File: src/rtl/uart_cmd_pkg.sv
// Shared types and constants for the UART command frame controller:
// FSM state encoding, frame constants, opcodes and the frame checksum.
package uart_cmd_pkg;

  typedef enum logic [2:0] {
    S_HUNT  = 3'd0,
    S_POP   = 3'd1,
    S_CAPT  = 3'd2,
    S_CHECK = 3'd3,
    S_ISSUE = 3'd4
  } state_t;

  localparam logic [7:0] SYNC_BYTE = 8'hA5;
  localparam int         FRAME_LEN = 8;

  localparam logic [7:0] OP_WRITE = 8'h01;
  localparam logic [7:0] OP_START = 8'h02;
  localparam logic [7:0] OP_STOP  = 8'h03;

  // Modulo-256 sum of opcode, address and the four data bytes.
  function automatic logic [7:0] frame_checksum(
    input logic [7:0] b1,
    input logic [7:0] b2,
    input logic [7:0] b3,
    input logic [7:0] b4,
    input logic [7:0] b5,
    input logic [7:0] b6
  );
    logic [7:0] sum;
    sum = b1 + b2;
    sum = sum + b3;
    sum = sum + b4;
    sum = sum + b5;
    sum = sum + b6;
    return sum;
  endfunction

endpackage

File: src/rtl/frame_timeout_timer.sv
// Inter-byte idle timer: counts enabled cycles since the last clear and
// flags expiry on the TIMEOUT_CYC-th consecutive enabled cycle.
module frame_timeout_timer #(
  parameter int TIMEOUT_CYC = 50_000
) (
  input  logic i_clk,
  input  logic i_rst_n,
  input  logic i_clear,
  input  logic i_en,
  output logic o_expired
);

  localparam int CNT_W = $clog2(TIMEOUT_CYC + 1);

  logic [CNT_W-1:0] r_cnt;
  logic             w_at_limit;

  assign w_at_limit = (r_cnt == CNT_W'(TIMEOUT_CYC - 1));
  assign o_expired  = i_en && w_at_limit;

  // Idle counter; holds at the limit until the controller clears it.
  always_ff @(posedge i_clk or negedge i_rst_n) begin
    if (!i_rst_n) begin
      r_cnt <= '0;
    end else if (i_clear) begin
      r_cnt <= '0;
    end else if (i_en && !w_at_limit) begin
      r_cnt <= r_cnt + CNT_W'(1);
    end else begin
      r_cnt <= r_cnt;
    end
  end

endmodule

File: src/rtl/uart_cmd_frame_ctrl.sv
// Drains the UART RX FIFO, assembles 8-byte command frames, validates sync,
// opcode and checksum, and issues config writes or sweep start/stop strobes.
module uart_cmd_frame_ctrl
  import uart_cmd_pkg::*;
#(
  parameter int CLK_HZ      = 50_000_000,
  parameter int TIMEOUT_CYC = CLK_HZ / 1000,
  parameter int ERR_CNT_W   = 8
) (
  input  logic                 clk_50m,
  input  logic                 reset_n,
  input  logic [7:0]           fifo_data_out,
  input  logic                 fifo_empty,
  output logic                 fifo_rd_en,
  output logic                 cfg_valid,
  input  logic                 cfg_ready,
  output logic [7:0]           cfg_addr,
  output logic [31:0]          cfg_wdata,
  output logic                 sweep_start,
  output logic                 sweep_stop,
  output logic                 frame_ok,
  output logic                 frame_err,
  output logic [ERR_CNT_W-1:0] err_cnt,
  output logic                 busy
);

  localparam logic [ERR_CNT_W-1:0] ERR_ONE = {{(ERR_CNT_W-1){1'b0}}, 1'b1};
  localparam logic [ERR_CNT_W-1:0] ERR_MAX = {ERR_CNT_W{1'b1}};
  localparam logic [2:0]           IDX_LAST = 3'(FRAME_LEN - 1);

  state_t                r_state;
  logic [2:0]            r_idx;
  logic [7:0]            r_buf [0:FRAME_LEN-1];
  logic                  r_cfg_valid;
  logic [7:0]            r_cfg_addr;
  logic [31:0]           r_cfg_wdata;
  logic                  r_sweep_start;
  logic                  r_sweep_stop;
  logic                  r_frame_ok;
  logic                  r_frame_err;
  logic [ERR_CNT_W-1:0]  r_err_cnt;

  logic                  w_pop;
  logic                  w_tmo_clear;
  logic                  w_tmo_en;
  logic                  w_expired;
  logic                  w_cks_ok;
  logic                  w_op_ok;
  logic                  w_frame_good;
  logic [ERR_CNT_W-1:0]  w_err_next;

  // Pop is decoded from state so the byte lands exactly one cycle later in S_CAPT;
  // S_CAPT always follows a pop, so back-to-back pops cannot occur.
  assign w_pop       = ((r_state == S_HUNT) || (r_state == S_POP)) && !fifo_empty;
  assign w_tmo_clear = w_pop || (r_state != S_POP);
  assign w_tmo_en    = (r_state == S_POP) && fifo_empty;

  assign w_cks_ok = (frame_checksum(r_buf[1], r_buf[2], r_buf[3],
                                    r_buf[4], r_buf[5], r_buf[6]) == r_buf[7]);
  assign w_op_ok  = (r_buf[1] == OP_WRITE) || (r_buf[1] == OP_START) ||
                    (r_buf[1] == OP_STOP);
  assign w_frame_good = w_cks_ok && w_op_ok && (r_buf[0] == SYNC_BYTE);
  assign w_err_next   = (r_err_cnt == ERR_MAX) ? r_err_cnt : (r_err_cnt + ERR_ONE);

  frame_timeout_timer #(
    .TIMEOUT_CYC (TIMEOUT_CYC)
  ) u_timeout (
    .i_clk     (clk_50m),
    .i_rst_n   (reset_n),
    .i_clear   (w_tmo_clear),
    .i_en      (w_tmo_en),
    .o_expired (w_expired)
  );

  // Frame FSM with all result outputs registered.
  always_ff @(posedge clk_50m or negedge reset_n) begin
    if (!reset_n) begin
      r_state       <= S_HUNT;
      r_idx         <= 3'd0;
      r_cfg_valid   <= 1'b0;
      r_cfg_addr    <= 8'h00;
      r_cfg_wdata   <= 32'h0000_0000;
      r_sweep_start <= 1'b0;
      r_sweep_stop  <= 1'b0;
      r_frame_ok    <= 1'b0;
      r_frame_err   <= 1'b0;
      r_err_cnt     <= '0;
      for (int i = 0; i < FRAME_LEN; i++) begin
        r_buf[i] <= 8'h00;
      end
    end else begin
      r_sweep_start <= 1'b0;
      r_sweep_stop  <= 1'b0;
      r_frame_ok    <= 1'b0;
      r_frame_err   <= 1'b0;
      case (r_state)
        S_HUNT: begin
          r_idx   <= 3'd0;
          r_state <= fifo_empty ? S_HUNT : S_CAPT;
        end
        S_POP: begin
          if (w_expired) begin
            r_frame_err <= 1'b1;
            r_err_cnt   <= w_err_next;
            r_idx       <= 3'd0;
            r_state     <= S_HUNT;
          end else if (!fifo_empty) begin
            r_state <= S_CAPT;
          end else begin
            r_state <= S_POP;
          end
        end
        S_CAPT: begin
          r_buf[r_idx] <= fifo_data_out;
          if ((r_idx == 3'd0) && (fifo_data_out != SYNC_BYTE)) begin
            r_state <= S_HUNT;
          end else if (r_idx == IDX_LAST) begin
            r_state <= S_CHECK;
          end else begin
            r_idx   <= r_idx + 3'd1;
            r_state <= S_POP;
          end
        end
        S_CHECK: begin
          r_idx <= 3'd0;
          if (!w_frame_good) begin
            r_frame_err <= 1'b1;
            r_err_cnt   <= w_err_next;
            r_state     <= S_HUNT;
          end else begin
            case (r_buf[1])
              OP_WRITE: begin
                r_cfg_valid <= 1'b1;
                r_cfg_addr  <= r_buf[2];
                r_cfg_wdata <= {r_buf[3], r_buf[4], r_buf[5], r_buf[6]};
                r_state     <= S_ISSUE;
              end
              OP_START: begin
                r_sweep_start <= 1'b1;
                r_frame_ok    <= 1'b1;
                r_state       <= S_HUNT;
              end
              OP_STOP: begin
                r_sweep_stop <= 1'b1;
                r_frame_ok   <= 1'b1;
                r_state      <= S_HUNT;
              end
              default: begin
                r_frame_err <= 1'b1;
                r_err_cnt   <= w_err_next;
                r_state     <= S_HUNT;
              end
            endcase
          end
        end
        S_ISSUE: begin
          if (cfg_ready) begin
            r_cfg_valid <= 1'b0;
            r_frame_ok  <= 1'b1;
            r_state     <= S_HUNT;
          end else begin
            r_state <= S_ISSUE;
          end
        end
        default: begin
          r_cfg_valid <= 1'b0;
          r_idx       <= 3'd0;
          r_state     <= S_HUNT;
        end
      endcase
    end
  end

  assign fifo_rd_en  = w_pop;
  assign cfg_valid   = r_cfg_valid;
  assign cfg_addr    = r_cfg_addr;
  assign cfg_wdata   = r_cfg_wdata;
  assign sweep_start = r_sweep_start;
  assign sweep_stop  = r_sweep_stop;
  assign frame_ok    = r_frame_ok;
  assign frame_err   = r_frame_err;
  assign err_cnt     = r_err_cnt;
  assign busy        = (r_state != S_HUNT);

endmodule

File: config.mk
export PLATFORM = sky130hd
export DESIGN_NAME = uart_cmd_frame_ctrl
export DESIGN_NICKNAME = d
export VERILOG_FILES = /design/src/rtl/uart_cmd_pkg.sv /design/src/rtl/frame_timeout_timer.sv /design/src/rtl/uart_cmd_frame_ctrl.sv
export SDC_FILE = /design/constraint.sdc
export NUM_CORES = 1
export LEC_CHECK = 0
export CAP_MARGIN = 30
export CORE_MARGIN = 2
export CORE_UTILIZATION = 56
export CTS_CLUSTER_DIAMETER = 150
export DETAILED_ROUTE_END_ITERATION = 6
export PLACE_DENSITY = 0.79
export SETUP_SLACK_MARGIN = 0.2
export SLEW_MARGIN = 10
export SYNTH_ARGS = -nofsm -noshare
export SYNTH_HDL_FRONTEND = slang
export SYNTH_SLANG_ARGS = --single-unit
File: constraint.sdc
create_clock -name clk_50m -period 6.4 [get_ports clk_50m]
set_input_delay 1.28 -clock clk_50m [delete_from_list [all_inputs] [get_ports clk_50m]]
set_output_delay 1.28 -clock clk_50m [all_outputs]
set_load 0.005 [all_outputs]
After elaboration in Yosys (flattened, before gate mapping)
Index checks and enable logic that the tools add are counted.
- word-level logic and storage cells: 120
- flip-flop bits (word level): 139
- input port bits: 12
- output and inout bits: 55
- add/subtract/negate cells: 8
- magnitude comparators: 2
- mux-type cells: 41
- reductions and logical operators: 26
- equality and inequality tests: 21
- bitwise operators: 3
- operators by type and width (cell ; number):
    64-bit bitwise mux ; 1
    8-bit adder ; 5
    8-bit 2-to-1 mux ; 5
    16-bit 2-to-1 mux ; 2
    8-bit demux with 3-bit select ; 1
    3-bit 2-to-1 mux ; 6
    16-bit by 1-bit adder with 16-bit output (second input constant) ; 1
    16-bit equality test (second input constant) ; 1
    8-bit by 2-bit equality test with 1-bit output (second input constant) ; 2
    8-bit equality test (second input constant) ; 2
    8-bit one-hot mux with 2 select lines ; 1
    1-bit 2-to-1 mux ; 15
    3-bit one-hot mux with 5 select lines ; 1
    2-bit 2-to-1 mux ; 5
    2-bit inequality test (second input constant) ; 5
    3-bit one-hot mux with 3 select lines ; 1
    8-bit by 1-bit adder with 8-bit output (second input constant) ; 1
    8-bit by 1-bit equality test with 1-bit output (second input constant) ; 1
    8-bit equality test ; 1
    1-bit logical AND ; 8
    8-bit inequality test (second input constant) ; 1
    4-bit AND reduction ; 2
    3-bit by 2-bit equality test with 1-bit output (second input constant) ; 2
    3-bit equality test (second input constant) ; 2
    other kinds (19) ; 29

Depth between registers and ports, before layout
Gate-level depths: netlist of the first run.
- depth after elaboration: 10
- depth in mapped cells: 18
- gate-level depth less buffers: 16

Hierarchy
A second synthesis of the first run with hierarchy kept.
- cell total of the unflattened synthesis: 527
- area, all modules: 7056.8 µm²
- by module, submodules not included (module ; cells an instance ; times used ; area each (µm²)):
    uart_cmd_frame_ctrl ; 430 ; 1 ; 6100.9
    frame_timeout_timer ; 97 ; 1 ; 955.9

Least setup slack after synthesis of the first run
No wires, ideal clock.
- kind: reg-to-reg
- from: register r_buf[10] in the netlist's numbering
- to: register r_cfg_addr[0] (netlist: cfg_addr[0])
- clock period less this slack: 4.439 ns
- slack: 1.961 ns
- library setup time: 0.127 ns
- arrival time: 4.312 ns
- stages on the path, launching flop included: 17
- required time: 6.273 ns
- cells stage by stage: dfrtp_1 > fa_1 > inv_1 > fa_1 > fa_1 > inv_1 > ha_1 > fa_1 > xnor2_1 > nand3_1 > nor4_1 > nand3_1 > nor2_1 > and4b_1 > buf_2 > buf_6 > mux2_1
- cells in the longest elaborated chain, start to end: 5
- ends and longest elaborated chain (what ; line ; source):
    from (decl) ; uart_cmd_frame_ctrl.sv:33 ; logic [7:0] r_buf [0:FRAME_LEN-1];
    from (signal, indexed assignment) ; uart_cmd_frame_ctrl.sv:114 ; r_buf[r_idx] <= fifo_data_out;
    8-bit adder ; uart_cmd_pkg.sv:34 ; sum = sum + b6;
    8-bit equality test ; uart_cmd_frame_ctrl.sv:59 ; r_buf[4], r_buf[5], r_buf[6]) == r_buf[7]);
    1-bit logical AND (2 in series) ; uart_cmd_frame_ctrl.sv:62 ; assign w_frame_good = w_cks_ok && w_op_ok && (r_buf[0] == SYNC_BYTE);
    3-bit AND reduction (no source line) ; n/a ;
    to (signal assigned) ; uart_cmd_frame_ctrl.sv:134 ; r_cfg_addr <= r_buf[2];
    to (decl) ; uart_cmd_frame_ctrl.sv:35 ; logic [7:0] r_cfg_addr;
Every way passes these cells.
A chain may end at the register's enable or synchronous reset.

Final worst setup path of the first run
- from: register r_buf[10] in the netlist's numbering
- to: register r_cfg_wdata[26] (netlist: cfg_wdata[26])
- cells in the longest elaborated chain, start to end: 5
- ends and longest elaborated chain (what ; line ; source):
    8-bit adder ; uart_cmd_pkg.sv:34 ;
    8-bit equality test ; uart_cmd_frame_ctrl.sv:59 ;
    1-bit logical AND (2 in series) ; uart_cmd_frame_ctrl.sv:62 ;
    3-bit AND reduction (no source line) ; n/a ;
    to (signal assigned) ; uart_cmd_frame_ctrl.sv:135 ; r_cfg_wdata <= {r_buf[3], r_buf[4], r_buf[5], r_buf[6]};
    to (decl) ; uart_cmd_frame_ctrl.sv:36 ; logic [31:0] r_cfg_wdata;
Every way passes these cells.

==> results of run 1 <==
cells in the final DEF, fill, tap and decap left out, types with 4 or more instances in the layout:
cell type          n
clkbuf_16         17
nand4_1            5
xnor2_1           21
clkdlybuf4s50_1   65
xor2_1            17
fa_1              27
nor2_1            31
nand2_1           24
a21oi_1            6
nor4bb_1           4
clkbuf_8           6
mux2_1            39
inv_1             46
or3_1              4
o21ai_0            8
mux2_2            66
ha_1              11
a21o_1             4
nand3_1           18
dfrtp_1          139
nor3_1             4
nor4_1             6
flip-flops by register name (all words and copies together), names as in the netlist:
signal and flops:
err_cnt 8, cfg_valid 1, frame_err 1, r_buf 64, sweep_stop 1, frame_ok 1
sweep_start 1, u_timeout.r_cnt 16, r_state 3, cfg_wdata 32, cfg_addr 8, r_idx 3
through the flow:
step / hold slack (ps) / worst slack [ps] / total power (uW) / std cells
detailed placement: 475 / 1070 / 3680 / 724
global route: 504 / 731 / 5130 / 756
finish: 482 / 1080 / 4700 / 756
global placement: 470 / 1240 / 3560 / 723
floorplan: 470 / 1960 / 3130 / 518
CTS: 489 / 1060 / 4720 / 755
critical path, stage by stage (launching register included):
cell and delay, ps:
dfrtp_1 400, fa_1 540, inv_1 50, fa_1 500
fa_1 540, inv_1 40, ha_1 210, fa_1 500
xnor2_1 120, nand3_1 120, nor4_1 290, nand3_1 220
nor2_1 170, and4b_2 730, buf_4 400, mux2_1 360
layer usage:
layer / up-vias / GRT usage (%) / share of wire [%]
li1: 1924 / - / -
met1: 2227 / 29.0 / 41
met2: 131 / 40.9 / 53
met3: 20 / 6.27 / 4.8
met4: 0 / 7.24 / 1.5
met5: - / 0 / 0
cell families after synthesis:
logic type / after synthesis
DFF: 139
muxes: 106
AOI/OAI and AO/OA: 24
adders and majority gates: 38
buffers and inverters: 56
xor gates and xnor gates: 40
and+or+nand+nor: 115
worst paths after layout:
| kind | from | endpoint | cells past startpoint |
|---|---|---|---|
| max | r_buf[10]$_DFFE_PN0P_ | cfg_wdata[26]$_DFFE_PN0P_ | 15 |
| max in group asynchronous | reset_n | cfg_wdata[4]$_DFFE_PN0P_ | 2 |
| min in group asynchronous | reset_n | err_cnt[5]$_DFFE_PN0P_ | 1 |
| min | err_cnt[5]$_DFFE_PN0P_ | err_cnt[5]$_DFFE_PN0P_ | 1 |
| min reg2reg | err_cnt[5]$_DFFE_PN0P_ | err_cnt[5]$_DFFE_PN0P_ | 1 |
| max reg2reg | r_buf[10]$_DFFE_PN0P_ | cfg_wdata[26]$_DFFE_PN0P_ | 15 |
area by class of cell:
type                    instances  share of cell area (%)
clock buffers                  25                    6.30
clock inverters                 6                    1.31
inverters                      46                    2.11
multi-input cells             323                    37.1
flip-flops and latches        139                    42.5
well taps                     147                    2.25
repair buffers                 70                    8.39
where the power goes:
group	switching, uW	total, uW	internal, uW
combinational	1330	2480	1150
sequential	169	1210	1040
clock	344	1020	671
==> run_results.csv, run 1 <==
group,metric,value,unit
worst_setup_path,cp.arrival,5620,ps
sta,slew_violations,0,
route,num_vias,4302,
route,wl_per_cell,18.5,um
sta,relSlewSlack,50.9,%
worst_setup_path,reg2reg_setup_slack,1080,ps
logic_synthesis,synth_area,0.00676,mm^2
logic_synthesis,synth.net_count,568,
clocking,cts.sinks,139,
placement,place_congestion,0.835,
clocking,holdBufCountCts,0,
sta,max_freq,188,MHz
logic_synthesis,synth_area_leaders,"dfrtp_1 (51%), mux2_2 (11%), fa_1 (8.0%)",
logic_synthesis,synth-compound-area-share,2.37,%
logic_synthesis,synthArstFlopShare,100,%
route,drc,0,
clocking,tritoncts,"built",
layout,nets,647,
logic_synthesis,synth.avg_cell_area,13.0,um^2
worst_setup_path,start_kind,"flip-flop",
global_routing,gr-total-overflow,0,
floorplanning,die_w,114,um
clocking,cts_resized,0,
layout,diodes,0,
floorplanning,io_pins,67,
placement,hpwlAfterDp,9570,um
logic_synthesis,synth_cells,518,
clocking,cts_max_level,4,
layout,register_area,0.00348,mm^2
clocking,cts-buffers-inserted,17,
layout,fin_util,68.7,%
logic_synthesis,muxShareOfSynthArea,17.6,%
route,drtIter0Drc,350,
sta,fin_setup_tns,0,ps
clocking,clk_pin_slew,60,ps
layout,fin_area,0.00818,mm^2
placement,port_buffers,66,
route,final_antenna_net_count,0,
sta,worst_clock_skew,5.24,ps
floorplanning,die_h,114,um
layout,multi_input_area,0.00304,mm^2
clocking,post-cts-setup-buffer-count,0,
sta,rsz0062_at_grt,"no",
logic_synthesis,synth-simple-area-share,9.40,%
logic_synthesis,synth_xor_area_share,5.50,%
route,wl,14000,um
floorplanning,start_util,56.7,%
sta,fin_crit,5320,ps
logic_synthesis,synth_ff_type,"dfrtp_1",
logic_synthesis,synth_top_family_by_area,"multiplexers",
worst_setup_path,cp.required,6700,ps
logic_synthesis,yosysMostFrequentCell,"dfrtp_1",
logic_synthesis,ys_types,44,
placement,placed_area,0.00756,mm^2
sta,setup_viol,0,
logic_synthesis,synth_common_cells,"dfrtp_1 (139), mux2_2 (66), inv_1 (46), mux2_1 (39), nor2_1 (31)",
global_routing,gr-usage-all-layers,23.5,%
power,ir_worst_vdd,711,uV
logic_synthesis,synthAdderAreaFrac,10.0,%
clocking,insertion_delay,420,ps
sta,worst_slew_pin_slew,736,ps
floorplanning,rows,40,
worst_setup_path,critical_path.endpoint_type,"flip-flop",
clocking,clock_path_buffers,2,
job,drv_cap,0,
logic_synthesis,synth_top_area_cell,"dfrtp_1",
hold_path,hold_path.class,"flip-flop to flip-flop",
layout,num-fill-cells,849,
worst_setup_path,critPathMaxFanout,26,
sta,timing.final.crit_share,83.2,%
global_routing,antenna_found_initial,0,
route,dr.pass1.iters,4,
layout,area_growth,21.1,%
floorplanning,core,0.0119,mm^2
power,powerDensity,574,mW/mm^2
logic_synthesis,yosysSeqAreaShare,51.5,%
logic_synthesis,netlist.area_leader.share,51.5,%
global_routing,grt_pass1_vias,4627,
layout,final_layout_size_suffix_gt1_share,18.4,%
worst_setup_path,critical_path_class,"flip-flop to flip-flop",
logic_synthesis,synth_edf_count,0,
route,viasPerCell,5.69,
logic_synthesis,ys_ff_latch,139,
run_status,status,"complete, no violations",
power,leakagePower,0.00379,uW
global_routing,grt_pass1_wl,23300,um
sta,finalHoldViolCount,0,
logic_synthesis,yosysWarnings,0,
global_routing,grt_max_degree,84,
floorplanning,dieArea,0.0130,mm^2
clocking,root_buffer,"clkbuf_16",
Power figures use the tool's default switching activity.
==> run 2, diff against run 1 <==
Clock period 6.4 ns to 5.4 ns, I/O delays scaled along.
==> run_results.csv, run 2 (synthesized netlist as in run 1, its figures left out) <==
group,metric,value,unit
run_status,status,"complete, no violations",
layout,diodes,0,
sta,whs,459,ps
global_routing,antenna_found_initial,0,
power,leakagePower,0.00383,uW
global_routing,gr-usage-all-layers,23.3,%
clocking,cts_max_level,4,
worst_setup_path,critPathMaxFanout,32,
layout,largest_reg_flops,64,
sta,fin_crit,4940,ps
layout,nets,649,
floorplanning,io_pins,67,
layout,fin_area,0.00826,mm^2
clocking,clk_pin_slew,60,ps
route,wl_per_cell,18.2,um
route,final_antenna_net_count,0,
route,viasPerCell,5.62,
placement,port_buffers,66,
global_routing,grt_pass1_wl,23100,um
global_routing,gr-total-overflow,0,
floorplanning,core,0.0119,mm^2
placement,place_congestion,0.833,
hold_path,hold_path.class,"input port to asynchronous set/reset pin",
clocking,post-cts-setup-buffer-count,0,
floorplanning,die_h,114,um
worst_setup_path,critical_path.endpoint_type,"flip-flop",
floorplanning,start_util,56.7,%
sta,relSlewSlack,56.0,%
sta,rsz0062_at_grt,"no",
layout,layout_common_cells,"dfrtp_1 (139), mux2_2 (66), clkdlybuf4s50_1 (65)",
sta,fin_setup_tns,0,ps
sta,timing.final.crit_share,91.5,%
power,ir_worst_vdd,880,uV
route,drtIter0Drc,168,
sta,worst_clock_skew,6.99,ps
route,dr.pass1.iters,4,
clocking,cts.sinks,139,
layout,top_register,"r_buf",
floorplanning,dieArea,0.0130,mm^2
route,drc,0,
floorplanning,rows,40,
global_routing,grt_pass1_vias,4547,
global_routing,grt_max_degree,107,
placement,placed_area,0.00756,mm^2
floorplanning,die_w,114,um
sta,setup_viol,0,
clocking,cts-buffers-inserted,17,
power,powerDensity,684,mW/mm^2
clocking,tritoncts,"built",
worst_setup_path,start_kind,"flip-flop",
route,num_vias,4269,
sta,worst_slew_pin_slew,658,ps
clocking,cts_resized,0,
layout,final_common_cell,"dfrtp_1",
route,wl,13800,um
sta,finalHoldViolCount,0,
layout,num-fill-cells,841,
job,drv_cap,0,
worst_setup_path,cp.arrival,5230,ps
clocking,root_buffer,"clkbuf_16",
sta,max_freq,202,MHz
worst_setup_path,critical_path_class,"flip-flop to flip-flop",
clocking,clock_path_buffers,2,
worst_setup_path,cp.required,5690,ps
layout,final_layout_size_suffix_gt1_share,19.0,%
clocking,insertion_delay,420,ps
sta,slew_violations,0,
placement,hpwlAfterDp,9590,um
layout,fin_util,69.4,%
clocking,holdBufCountCts,0,
layout,area_growth,22.3,%
==> run 2: cell types whose count changed in the layout (fill, tap and decap cells not counted), sizes merged <==
cell    previous run  this run
clkinv             2         5
bufinv             3         5
clkbuf            25        22
buf                5         6
==> run 2: final cells by class <==
type	instances	area, um^2	area share (%)
Clock buffer	21	470	5.69
Clock inverter	11	190	2.30
Tap cell	147	184	2.23
Inverter	46	173	2.09
Multi-Input combinational cell	323	3040	36.8
Sequential cell	139	3480	42.1
Timing Repair Buffer	72	728	8.81
==> run 2: final timing paths <==
kind / slack (ps) / startpoint / end / depth (start not counted)
worst min register to register: 490 / cfg_addr[0]$_DFFE_PN0P_ / cfg_addr[0]$_DFFE_PN0P_ / 1
min in group clk_50m: 490 / cfg_addr[0]$_DFFE_PN0P_ / cfg_addr[0]$_DFFE_PN0P_ / 1
worst max register to register: 460 / r_buf[10]$_DFFE_PN0P_ / cfg_wdata[20]$_DFFE_PN0P_ / 15
max in group asynchronous: 3790 / reset_n / r_buf[55]$_DFFE_PN0P_ / 3
worst min-delay path: 460 / reset_n / err_cnt[1]$_DFFE_PN0P_ / 1
worst max-delay path: 460 / r_buf[10]$_DFFE_PN0P_ / cfg_wdata[20]$_DFFE_PN0P_ / 15
==> run 2: per-stage QoR <==
step,total power [uW],std cells,setup slack [ps]
after floorplan,3720,518,961
after global placement,4220,724,640
after detailed placement,4330,725,416
after CTS,5670,757,362
after global routing,6070,759,268
final,5650,759,460
==> run 2: critical path: stages (launching register included) <==
cell	delay [ps]
dfrtp_1	410
fa_1	540
inv_1	50
fa_1	500
fa_1	560
inv_1	60
ha_1	220
fa_1	450
xnor2_1	170
nand3_1	110
nor4_1	340
nand3_1	230
nor2_1	200
and4b_2	270
buf_6	290
mux2_1	380
==> run 2: metal layers <==
metal  wire, um  up-vias  track usage, %
met2       7250      102            40.4
met5          0        -               0
li1           -     1930               -
met3        409       29            4.36
met4        355        0            9.51
met1       5790     2208            29.1
==> run 2: report_power, final <==
part	internal, uW	leakage [uW]	switching (uW)
sequential	1230	0.00182	205
combinational	1370	0.00169	1560
clock	855	0.000323	429
total	3450	0.00383	2200
